File: src/rtl/mult_div_unit_pkg.sv
// mdu_pkg: definitions shared by the multiply/divide unit and the ALU control decoder.
//   ALU_MULT/ALU_MULTU/ALU_DIV/ALU_DIVU : 6-bit ALU control codes serviced by the unit
//   mdu_state_t                          : controller states (IDLE, MUL, DIV, FIXUP)
//   ITER_COUNT                           : iterations of the bit-serial multiply/divide
//   is_mdu_op()                          : true for any of the four codes above
package mdu_pkg;

    localparam logic [5:0] ALU_MULT  = 6'd15;
    localparam logic [5:0] ALU_MULTU = 6'd16;
    localparam logic [5:0] ALU_DIV   = 6'd17;
    localparam logic [5:0] ALU_DIVU  = 6'd18;

    localparam int ITER_COUNT = 32;

    typedef enum logic [1:0] {
        IDLE  = 2'd0,
        MUL   = 2'd1,
        DIV   = 2'd2,
        FIXUP = 2'd3
    } mdu_state_t;

    function automatic logic is_mdu_op(input logic [5:0] code);
        return (code == ALU_MULT) || (code == ALU_MULTU) ||
               (code == ALU_DIV)  || (code == ALU_DIVU);
    endfunction

endpackage

File: src/rtl/mult_div_unit_if.sv
// mult_div_unit_if: request/response and HI/LO bundle of the multiply/divide unit.
//   master (pipeline side) drives start, alu_ctrl_in, op_a, op_b, hi_we, lo_we, wdata
//   slave  (unit side) drives busy, done, hi, lo and state_dbg (controller state)
// Handshake: start is only sampled while busy is low; once accepted, busy stays
// high until the result is written, and done pulses for exactly one cycle after
// HI/LO take the result. There is no backpressure on done.
interface mult_div_unit_if #(parameter int DATA_WIDTH = 32);
    import mdu_pkg::*;

    logic                  start;
    logic [5:0]            alu_ctrl_in;
    logic [DATA_WIDTH-1:0] op_a;
    logic [DATA_WIDTH-1:0] op_b;
    logic                  hi_we;
    logic                  lo_we;
    logic [DATA_WIDTH-1:0] wdata;
    logic                  busy;
    logic                  done;
    logic [DATA_WIDTH-1:0] hi;
    logic [DATA_WIDTH-1:0] lo;
    mdu_state_t            state_dbg;

    modport master (
        output start, alu_ctrl_in, op_a, op_b, hi_we, lo_we, wdata,
        input  busy, done, hi, lo, state_dbg
    );

    modport slave (
        input  start, alu_ctrl_in, op_a, op_b, hi_we, lo_we, wdata,
        output busy, done, hi, lo, state_dbg
    );

endinterface

File: src/rtl/mult_div_unit_restoring_divider.sv
// restoring_divider: unsigned bit-serial restoring divider, one quotient bit per cycle.
//   clk, rst   : clock, asynchronous active-high reset
//   start      : load dividend/divisor and begin (one-cycle pulse)
//   dividend   : numerator magnitude
//   divisor    : denominator magnitude
//   done       : high during the cycle whose closing edge performs the final step
//   quotient   : quotient register (valid after the edge where done was high)
//   remainder  : remainder register (valid at the same time)
// Divide by zero is not special-cased here: it yields quotient all-ones and
// remainder equal to the dividend; the caller decides what to report.
module restoring_divider #(
    parameter int W = 32
) (
    input  logic         clk,
    input  logic         rst,
    input  logic         start,
    input  logic [W-1:0] dividend,
    input  logic [W-1:0] divisor,
    output logic         done,
    output logic [W-1:0] quotient,
    output logic [W-1:0] remainder
);

    localparam int CW = $clog2(W);

    logic [W-1:0]  rem_q, rem_d;
    logic [W-1:0]  quo_q, quo_d;
    logic [W-1:0]  dvs_q, dvs_d;
    logic [CW-1:0] cnt_q, cnt_d;
    logic          run_q, run_d;

    // 33-bit partial remainder: previous remainder shifted left with the next
    // dividend bit, which is taken from the top of the quotient register.
    logic [W:0] part;
    logic       ge;

    assign part      = {rem_q, quo_q[W-1]};
    assign ge        = (part >= {1'b0, dvs_q});
    assign done      = run_q && (cnt_q == CW'(W - 1));
    assign quotient  = quo_q;
    assign remainder = rem_q;

    always_comb begin
        rem_d = rem_q;
        quo_d = quo_q;
        dvs_d = dvs_q;
        cnt_d = cnt_q;
        run_d = run_q;
        if (start) begin
            rem_d = '0;
            quo_d = dividend;
            dvs_d = divisor;
            cnt_d = '0;
            run_d = 1'b1;
        end else if (run_q) begin
            // When the trial subtraction fails part < divisor, so its top bit is 0.
            rem_d = ge ? W'(part - {1'b0, dvs_q}) : part[W-1:0];
            quo_d = {quo_q[W-2:0], ge};
            cnt_d = cnt_q + CW'(1);
            if (done) begin
                run_d = 1'b0;
            end
        end
    end

    always_ff @(posedge clk or posedge rst) begin
        if (rst) begin
            rem_q <= '0;
            quo_q <= '0;
            dvs_q <= '0;
            cnt_q <= '0;
            run_q <= 1'b0;
        end else begin
            rem_q <= rem_d;
            quo_q <= quo_d;
            dvs_q <= dvs_d;
            cnt_q <= cnt_d;
            run_q <= run_d;
        end
    end

endmodule

File: src/rtl/mult_div_unit.sv
// mult_div_unit: multi-cycle mult/multu/div/divu unit owning the HI/LO registers.
//   clk, reset : clock, asynchronous active-high reset (clears everything)
//   bus        : mult_div_unit_if.slave - start/alu_ctrl_in/op_a/op_b request,
//                hi_we/lo_we/wdata for mthi/mtlo, busy/done/hi/lo/state_dbg out
// Operands are converted to magnitudes at the start edge; both cores run
// unsigned and the signs are re-applied in FIXUP before HI/LO are written.
// Build option FAST_MULT_EN: the multiply is a single native 64-bit product
// computed in one MUL cycle instead of 32 shift-add steps. Results match.
module mult_div_unit
    import mdu_pkg::*;
#(
    parameter int DATA_WIDTH = 32
) (
    input  logic            clk,
    input  logic            reset,
    mult_div_unit_if.slave  bus
);

    localparam int W  = DATA_WIDTH;
    localparam int CW = $clog2(ITER_COUNT);

    mdu_state_t       state_q, state_d;
    logic             is_div_q, is_div_d;
    logic             neg_q, neg_d;          // result sign (quotient/product)
    logic             rem_neg_q, rem_neg_d;  // remainder follows the dividend
    logic             div_zero_q, div_zero_d;
    logic [W-1:0]     a_raw_q, a_raw_d;      // original dividend for divide by zero
    logic [W-1:0]     mcand_q, mcand_d;
    logic [2*W-1:0]   prod_q, prod_d;        // {accumulator, remaining multiplier bits}
    logic [W-1:0]     hi_q, hi_d;
    logic [W-1:0]     lo_q, lo_d;
    logic             done_q, done_d;
`ifndef FAST_MULT_EN
    logic [CW-1:0]    cnt_q, cnt_d;
    logic [W:0]       mul_sum;
`endif

    logic             op_valid, is_signed, is_div_op, a_neg, b_neg;
    logic [W-1:0]     a_mag, b_mag;
    logic             div_start, div_done;
    logic [W-1:0]     div_quo, div_rem, quo_fix, rem_fix;
    logic [2*W-1:0]   prod_fix;

    assign op_valid  = bus.start && is_mdu_op(bus.alu_ctrl_in);
    assign is_signed = (bus.alu_ctrl_in == ALU_MULT) || (bus.alu_ctrl_in == ALU_DIV);
    assign is_div_op = (bus.alu_ctrl_in == ALU_DIV)  || (bus.alu_ctrl_in == ALU_DIVU);
    assign a_neg     = is_signed && bus.op_a[W-1];
    assign b_neg     = is_signed && bus.op_b[W-1];
    assign a_mag     = a_neg ? -bus.op_a : bus.op_a;
    assign b_mag     = b_neg ? -bus.op_b : bus.op_b;
    assign div_start = (state_q == IDLE) && op_valid && is_div_op;

    restoring_divider #(.W(W)) u_div (
        .clk       (clk),
        .rst       (reset),
        .start     (div_start),
        .dividend  (a_mag),
        .divisor   (b_mag),
        .done      (div_done),
        .quotient  (div_quo),
        .remainder (div_rem)
    );

    assign quo_fix  = neg_q     ? -div_quo : div_quo;
    assign rem_fix  = rem_neg_q ? -div_rem : div_rem;
    assign prod_fix = neg_q     ? -prod_q  : prod_q;
`ifndef FAST_MULT_EN
    assign mul_sum  = {1'b0, prod_q[2*W-1:W]} + (prod_q[0] ? {1'b0, mcand_q} : '0);
`endif

    always_comb begin
        state_d    = state_q;
        is_div_d   = is_div_q;
        neg_d      = neg_q;
        rem_neg_d  = rem_neg_q;
        div_zero_d = div_zero_q;
        a_raw_d    = a_raw_q;
        mcand_d    = mcand_q;
        prod_d     = prod_q;
        hi_d       = hi_q;
        lo_d       = lo_q;
        done_d     = 1'b0;
`ifndef FAST_MULT_EN
        cnt_d      = cnt_q;
`endif
        case (state_q)
            IDLE: begin
                if (bus.hi_we) hi_d = bus.wdata;
                if (bus.lo_we) lo_d = bus.wdata;
                if (op_valid) begin
                    state_d    = is_div_op ? DIV : MUL;
                    is_div_d   = is_div_op;
                    neg_d      = a_neg ^ b_neg;
                    rem_neg_d  = a_neg;
                    div_zero_d = (bus.op_b == '0);
                    a_raw_d    = bus.op_a;
                    mcand_d    = a_mag;
                    prod_d     = {{W{1'b0}}, b_mag};
`ifndef FAST_MULT_EN
                    cnt_d      = '0;
`endif
                end
            end
            MUL: begin
`ifdef FAST_MULT_EN
                prod_d  = {{W{1'b0}}, mcand_q} * {{W{1'b0}}, prod_q[W-1:0]};
                state_d = FIXUP;
`else
                // Add the multiplicand if the current multiplier bit is set,
                // then shift the whole accumulator right by one.
                prod_d = {mul_sum, prod_q[W-1:1]};
                cnt_d  = cnt_q + CW'(1);
                if (cnt_q == CW'(ITER_COUNT - 1)) state_d = FIXUP;
`endif
            end
            DIV: begin
                if (div_done) state_d = FIXUP;
            end
            FIXUP: begin
                state_d = IDLE;
                done_d  = 1'b1;
                if (!is_div_q) begin
                    hi_d = prod_fix[2*W-1:W];
                    lo_d = prod_fix[W-1:0];
                end else if (div_zero_q) begin
                    hi_d = a_raw_q;
                    lo_d = '1;
                end else begin
                    hi_d = rem_fix;
                    lo_d = quo_fix;
                end
            end
            default: state_d = IDLE;
        endcase
    end

    always_ff @(posedge clk or posedge reset) begin
        if (reset) begin
            state_q    <= IDLE;
            is_div_q   <= 1'b0;
            neg_q      <= 1'b0;
            rem_neg_q  <= 1'b0;
            div_zero_q <= 1'b0;
            a_raw_q    <= '0;
            mcand_q    <= '0;
            prod_q     <= '0;
            hi_q       <= '0;
            lo_q       <= '0;
            done_q     <= 1'b0;
`ifndef FAST_MULT_EN
            cnt_q      <= '0;
`endif
        end else begin
            state_q    <= state_d;
            is_div_q   <= is_div_d;
            neg_q      <= neg_d;
            rem_neg_q  <= rem_neg_d;
            div_zero_q <= div_zero_d;
            a_raw_q    <= a_raw_d;
            mcand_q    <= mcand_d;
            prod_q     <= prod_d;
            hi_q       <= hi_d;
            lo_q       <= lo_d;
            done_q     <= done_d;
`ifndef FAST_MULT_EN
            cnt_q      <= cnt_d;
`endif
        end
    end

    assign bus.busy      = (state_q != IDLE);
    assign bus.done      = done_q;
    assign bus.hi        = hi_q;
    assign bus.lo        = lo_q;
    assign bus.state_dbg = state_q;

endmodule

File: src/flat_wrapper.sv
// flat-port wrapper written by rule: the top's interface ports become plain ports
module mult_div_unit_flat import mdu_pkg::*;
#(
    parameter int DATA_WIDTH = 32
)
  (clk, reset, bus_start, bus_alu_ctrl_in, bus_op_a, bus_op_b, bus_hi_we, bus_lo_we, bus_wdata, bus_busy, bus_done, bus_hi, bus_lo, bus_state_dbg);
  mult_div_unit_if #(.DATA_WIDTH(DATA_WIDTH)) bus_i ();
  input  logic clk;
  input  logic reset;
  input wire logic [$bits(bus_i.start)-1:0] bus_start;
  input wire logic [$bits(bus_i.alu_ctrl_in)-1:0] bus_alu_ctrl_in;
  input wire logic [$bits(bus_i.op_a)-1:0] bus_op_a;
  input wire logic [$bits(bus_i.op_b)-1:0] bus_op_b;
  input wire logic [$bits(bus_i.hi_we)-1:0] bus_hi_we;
  input wire logic [$bits(bus_i.lo_we)-1:0] bus_lo_we;
  input wire logic [$bits(bus_i.wdata)-1:0] bus_wdata;
  output wire logic [$bits(bus_i.busy)-1:0] bus_busy;
  output wire logic [$bits(bus_i.done)-1:0] bus_done;
  output wire logic [$bits(bus_i.hi)-1:0] bus_hi;
  output wire logic [$bits(bus_i.lo)-1:0] bus_lo;
  output wire logic [$bits(bus_i.state_dbg)-1:0] bus_state_dbg;
  assign bus_i.start = bus_start;
  assign bus_i.alu_ctrl_in = bus_alu_ctrl_in;
  assign bus_i.op_a = bus_op_a;
  assign bus_i.op_b = bus_op_b;
  assign bus_i.hi_we = bus_hi_we;
  assign bus_i.lo_we = bus_lo_we;
  assign bus_i.wdata = bus_wdata;
  assign bus_busy = bus_i.busy;
  assign bus_done = bus_i.done;
  assign bus_hi = bus_i.hi;
  assign bus_lo = bus_i.lo;
  assign bus_state_dbg = bus_i.state_dbg;
  mult_div_unit #(.DATA_WIDTH(DATA_WIDTH)) u_core (.clk(clk), .reset(reset), .bus(bus_i));
endmodule
File: config.mk
export PLATFORM = sky130hd
export DESIGN_NAME = mult_div_unit_flat
export DESIGN_NICKNAME = d
export VERILOG_FILES = /design/src/rtl/mult_div_unit_pkg.sv /design/src/rtl/mult_div_unit_if.sv /design/src/rtl/mult_div_unit_restoring_divider.sv /design/src/rtl/mult_div_unit.sv /design/src/flat_wrapper.sv
export SDC_FILE = /design/constraint.sdc
export NUM_CORES = 1
export LEC_CHECK = 0
export BUFFER_PORTS_ARGS = -buffer_cell sky130_fd_sc_hd__buf_2
export CAP_MARGIN = 20
export CORE_MARGIN = 2
export CORE_UTILIZATION = 62
export DETAILED_ROUTE_END_ITERATION = 10
export GPL_ROUTABILITY_DRIVEN = 0
export HOLD_SLACK_MARGIN = 0.03
export PLACE_DENSITY = 0.85
export SYNTH_ARGS = -nofsm -noshare
export SYNTH_HDL_FRONTEND = slang
export SYNTH_HIERARCHICAL = 1
export SYNTH_SLANG_ARGS = --single-unit
File: constraint.sdc
create_clock -name clk -period 8.17 [get_ports clk]
set_input_delay 1.634 -clock clk [delete_from_list [all_inputs] [get_ports clk]]
set_output_delay 1.634 -clock clk [all_outputs]
set_load 0.005 [all_outputs]
Word-level counts from Yosys, hierarchy flattened
Index checks and enable logic that the tools add are counted.
- bits in read-only memories: 0
- flip-flop bits (word level): 306
- RAM bits: 0
- memories: 0
- input port bits: 107
- logic and storage cells: 98
- latch bits: 0
- multiply operators: 0
- order comparisons: 1
- reduce and logical (&&, ||, !) cells: 22
- shift-type cells: 0
- divide/modulo/power cells: 0
- eq/ne operators: 14
- bitwise logic cells: 1
- $add $sub $neg: 9
- mux-type cells: 34
- operator list (operator ; number):
    $mux 32 ; 16
    $mux 64 ; 2
    $neg 32->32 ; 4
    $pmux 32 s2 ; 2
    $pmux 64 s2 ; 1
    $neg 64->64 ; 1
    $add 32x33->33 ; 1
    $ge 33x32->1 ; 1
    $logic_not 32->1 ; 1
    $sub 32x32->32 ; 1
    $eq 6x5->1 const B ; 3
    $mux 5 ; 3
    $add 5x1->5 const B ; 2
    $eq 5x5->1 const B ; 2
    $pmux 5 s2 ; 1
    $mux 2 ; 4
    $pmux 2 s4 ; 1
    $reduce_and 2->1 ; 4
    $reduce_bool 2->1 ; 4
    $eq 6x4->1 const B ; 1
    $logic_and 1x1->1 ; 6
    $ne 2x1->1 const B ; 3
    $logic_or 1x1->1 ; 5
    $eq 2x2->1 const B ; 2
    6 further kinds ; 10

Longest topological paths before layout
- depth after elaboration: 8
- mapped depth: 14

Hierarchy
Netlist, hierarchy kept.
- modules (own cells, without submodules) (module ; cells an instance ; area each (um^2) ; seq. area each (um^2) ; instances):
    mult_div_unit ; 1792 ; 15174.6 ; 5079.9 ; 1
    restoring_divider ; 717 ; 6419.9 ; 2552.4 ; 1

Worst setup path before layout
No wires, ideal clock.
- kind: input to register
- from: input port bus_alu_ctrl_in[1]
- to: register u_core.u_div.dvs_q[0]
- buffers on the path: 3
- setup slack: 4.113 ns
- arrival time: 3.933 ns
- setup time: 0.125 ns
- stages on the path: 8
- path through: or4b_1 -> a21oi_1 -> o21ai_1 -> nor2_1 -> clkbuf_1 -> clkbuf_1 -> clkbuf_1 -> mux2_2
- cells in the longest elaborated chain, start to end: 7
- ends and longest elaborated chain (element ; line ; RTL):
    start: declaration ; flat_wrapper.sv:11 ; input wire logic [$bits(bus_i.alu_ctrl_in)-1:0] bus_alu_ctrl_in;
    $eq 6x4->1 or $eq 6x5->1 (tied branches) ; mult_div_unit_pkg.sv:23 ; return (code == ALU_MULT) || (code == ALU_MULTU) ||
    $logic_or 1x1->1 (2 in series) ; mult_div_unit_pkg.sv:23 ;
    $logic_or 1x1->1 ; mult_div_unit_pkg.sv:24 ; (code == ALU_DIV) || (code == ALU_DIVU);
    $logic_and 1x1->1 ; mult_div_unit.sv:44 ; assign op_valid = bus.start && is_mdu_op(bus.alu_ctrl_in);
    $logic_and 1x1->1 ; mult_div_unit.sv:51 ; assign div_start = (state_q == IDLE) && op_valid && is_div_op;
    $logic_and 1x1->1 * ; mult_div_unit.sv:51 ;
    net u_core.div_start ; mult_div_unit.sv:40 ; logic div_start, div_done;
    end signal: assignment ; mult_div_unit_restoring_divider.sv:76 ; dvs_q <= dvs_d;
    end: declaration ; mult_div_unit_restoring_divider.sv:28 ; logic [W-1:0] dvs_q, dvs_d;
Mark *: on every way through the listed nets, which the timed path passes. The rest lies on a longest branch.
A chain may end at the register's enable or synchronous reset.

Worst setup path after layout
- from: input port bus_alu_ctrl_in[1]
- to: register u_core.prod_q[15]
- cells in the longest elaborated chain, start to end: 7
- ends and longest elaborated chain (element ; line ; RTL):
    $eq 6x4->1 or $eq 6x5->1 (tied branches) ; mult_div_unit_pkg.sv:23, mult_div_unit.sv:45 ;
    $logic_or 1x1->1 (2 in series) ; mult_div_unit_pkg.sv:23 ;
    $logic_or 1x1->1 ; mult_div_unit_pkg.sv:24 ;
    $logic_and 1x1->1 ; mult_div_unit.sv:44 ;
    $ne 2x1->1 (no source line) ; - ;
    $reduce_and 2->1 (no source line) ; - ;
    end signal: assignment ; mult_div_unit.sv:161 ; prod_q <= prod_d;
    end: declaration ; mult_div_unit.sv:29 ; logic [2*W-1:0] prod_q, prod_d;
Parallel ways exist; a longest one is shown, timed or not. The select of a mux whose other input is x is not followed.

==> out/results.tsv <==
metric	value	unit
PortBufs	174	
Syn-to-layout area delta	10.83	%
grt total ovfl	0	
clock tree from TritonCTS	done	
nets@finish	2781	
max frequency	0.2286	GHz
WP data required	8.61	ns
fraction of registers with async set or reset after synthesis	100.0	%
syn_nets	2695	
Seq. cell area	7637	µm²
Die Ht	190.6	µm
Setup Viol. Count Final	0	
Synth area leader	dfrtp_1	
Syn Area/Cell	8.607	µm²
Synth Register Bits	305	
synthesized cell area	21590	µm²
most common library cells after synthesis	dfrtp_1 (305), nand2_1 (279), o21ai_0 (246)	
CP Class	input port to register	
largest net degree at the start of global routing	128	
Hold Fails Final Rpt	0	
worst-path maximum fanout	75	
HP Class	register to register	
Ys Warns	6	
CP dominant cell by count	o21ai_0	
Syn Inst Count	2509	
Tmin final	4.374	ns
Least-Margin Pin Slew	1.154	ns
Slew Viols, Final	0	
number of fill cells in the layout	2582	
status	finished, final reports clean	
CP max stage cell	a21oi_1	
Post-synth EDFFs	0	
TritonCTS Buffers	35	
Initial Util	62.67	%
1st-pass router iterations	6	
first-pass GRT wire length	110900	µm
Synth Flop Type	dfrtp_1	
Detailed Place HPWL	52750	µm
Clk Latency, worst-skew pair	0.54	ns
critical path arrival	4.81	ns
element type at the critical path start	input port	
vias per cell	6.903	
top cells by area, synth	dfrtp_1 (35%), o21ai_0 (5.7%), xnor2_1 (5.1%), nand2_1 (4.8%), ha_1 (4.5%)	
Pleak	10.24	nW
vias in the first global route	20030	
final instance area	23930	µm²
die area	36340	µm²
Ant. Diodes	0	
layout cells sized above 1	14.36	%
synth unique cells	96	
initial antenna violation count	1	
Vias	21220	
Post-DP Area	22640	µm²
routed len/inst	23.77	µm
clock buffer depth	3	
DRC	0	
Sink Count	305	
final clock skew	0.02402	ns
CTS root buf	clkbuf_16	
worst path cell trace	buf_2 -> or4b_1 -> a21oi_1 -> o21ai_1 -> or2_2 -> buf_4 -> o21ai_4 -> buf_12 -> o21ai_0 -> o21ai_0	
Post CTS Setup Buffer Count	0	
max-cap violations	0	
setup TNS	0	ns
pwr dens	345.1	nW/µm²
worst vdd ir	0.3521	mV
multi-input logic area	13080	µm²
Die Wd	190.6	µm
Core Box Area	34460	µm²
Synth top area share	35.34	%
CTS resizes	0	
unrepaired setup endpoints after global routing	false	
clock-pin transition on the worst setup and hold timing paths	0.06	ns
Hold Path Depth	1	
num ports	175	
fin crit share	53.53	%
Hold Buf Count CTS	0	
final WL	73080	µm
DRT iter0 DRCs	3318	
post-synthesis sequential area ratio	35.34	%
delay of the slowest critical-path stage	0.58	ns
max-slew headroom at the worst pin	22.38	%
most frequent cell after synthesis	dfrtp_1	
Routed Antenna Nets	0	
path depth of the worst reg2reg path	8	
GRT Util Overall	39.27	%
H-tree depth	2	
CP Capture Type	register	
FP Rows	68	
-- path summary, 6_finish.rpt --
kind                       slack, ns          startpoint                       end
setup / recovery                3.80  bus_alu_ctrl_in[1]         u_core/prod_q[15]
hold / removal                  0.49   u_core/bus.lo[26]         u_core/bus.lo[26]
setup reg to reg                3.88    u_core/prod_q[2]          u_core/bus.hi[8]
hold reg to reg                 0.49   u_core/bus.lo[26]         u_core/bus.lo[26]
max in group asynchronous       5.63               reset        u_core/u_div/run_q
min in group asynchronous       1.18               reset  u_core/u_div/quotient[9]
-- where the power goes --
| group | switching, W | internal, W | leakage [nW] |
|---|---|---|---|
| registers | 0.000705 | 0.00204 | 3.51 |
| logic | 0.00236 | 0.00154 | 6.17 |
| clock network | 0.000657 | 0.000960 | 0.565 |
| total | 0.00372 | 0.00454 | 10.2 |
-- sequential cells by signal (all words and copies together) (netlist names), 2 cells and up --
signal / flops
u_core/u_div/remainder: 32
u_core/a_raw_q: 32
u_core/bus.lo: 32
u_core/u_div/cnt_q: 5
u_core/bus.state_dbg: 2
u_core/u_div/dvs_q: 32
u_core/cnt_q: 5
u_core/prod_q: 64
u_core/u_div/quotient: 32
u_core/bus.hi: 32
u_core/mcand_q: 31
-- layout make-up --
type                       instances  share of cell area, %
tap                              455                  2.379
clock buffer                      49                  4.219
inverter                          82                  1.328
multi-input combinational       1971                  54.67
timing repair buffer             200                  4.841
clock inverter                    12                 0.6587
sequential                       305                  31.91
-- logic make-up after synthesis --
kind of cell / after synthesis / share of synthesized area (%)
AND/OR/NAND/NOR: 794 / 17.96
AO/OA/AOI/OAI: 719 / 21.10
flip-flops: 305 / 35.34
buffers and inverters: 233 / 4.311
XOR/XNOR: 225 / 9.126
multiplexers: 154 / 7.509
adder cells (fa/ha/maj): 79 / 4.647
-- layer usage --
| metal | vias up | GRT usage (%) | part of all wire (%) |
|---|---|---|---|
| li1 | 9214 | - | - |
| met1 | 10050 | 50.81 | 38 |
| met2 | 1613 | 59.71 | 43 |
| met3 | 346 | 10.73 | 13 |
| met4 | 0 | 21.85 | 6.9 |
| met5 | - | 0 | 0 |
-- metrics by stage --
stage	instances	hold WS, ns	total power, W	setup slack, ns	utilization [%]
2_1_floorplan	2509	0.4460	0.005157	0.9969	-
3_3_place_gp	3007	0.4610	0.006219	3.119	65.67
3_5_place_dp	3008	0.4790	0.006395	3.012	65.72
4_1_cts	3069	0.4934	0.008036	3.549	69.10
5_1_grt	3074	0.5012	0.008639	3.720	69.46
6_report	3074	0.4927	0.008260	3.796	69.46
-- layout by cell type, fill, tap and decap left out, types with 14 or more instances in the layout --
master | netlist | routed
o22ai_1 | 16 | 16
and2_1 | 38 | 38
nand2_1 | 279 | 279
nand4_1 | 16 | 16
ha_1 | 77 | 77
nand2b_1 | 21 | 21
nor2b_1 | 14 | 14
and3_1 | 18 | 18
xor2_1 | 99 | 99
xnor2_1 | 126 | 126
a21o_1 | 22 | 22
a211oi_1 | 32 | 32
clkbuf_16 | 0 | 36
nor2_1 | 188 | 187
nor4_1 | 22 | 22
o41ai_1 | 17 | 17
buf_2 | 8 | 174
nand3_1 | 48 | 48
mux2i_1 | 90 | 90
or3_1 | 23 | 23
a21oi_1 | 153 | 153
nor3_1 | 43 | 43
inv_1 | 78 | 76
o31ai_1 | 53 | 53
dfrtp_1 | 305 | 303
a31oi_1 | 28 | 28
o221ai_1 | 19 | 19
buf_4 | 1 | 20
mux2_2 | 64 | 64
o21ai_0 | 246 | 245
or4_1 | 26 | 26
-- worst max-delay path, delay by kind of cell --
kind / cells / cell delay, ns
AND/OR/NAND/NOR: 2 / 0.86
AO/OA/AOI/OAI: 5 / 1.54
buffers and inverters: 3 / 0.74
No activity file was read; power rests on OpenSTA's default activity.
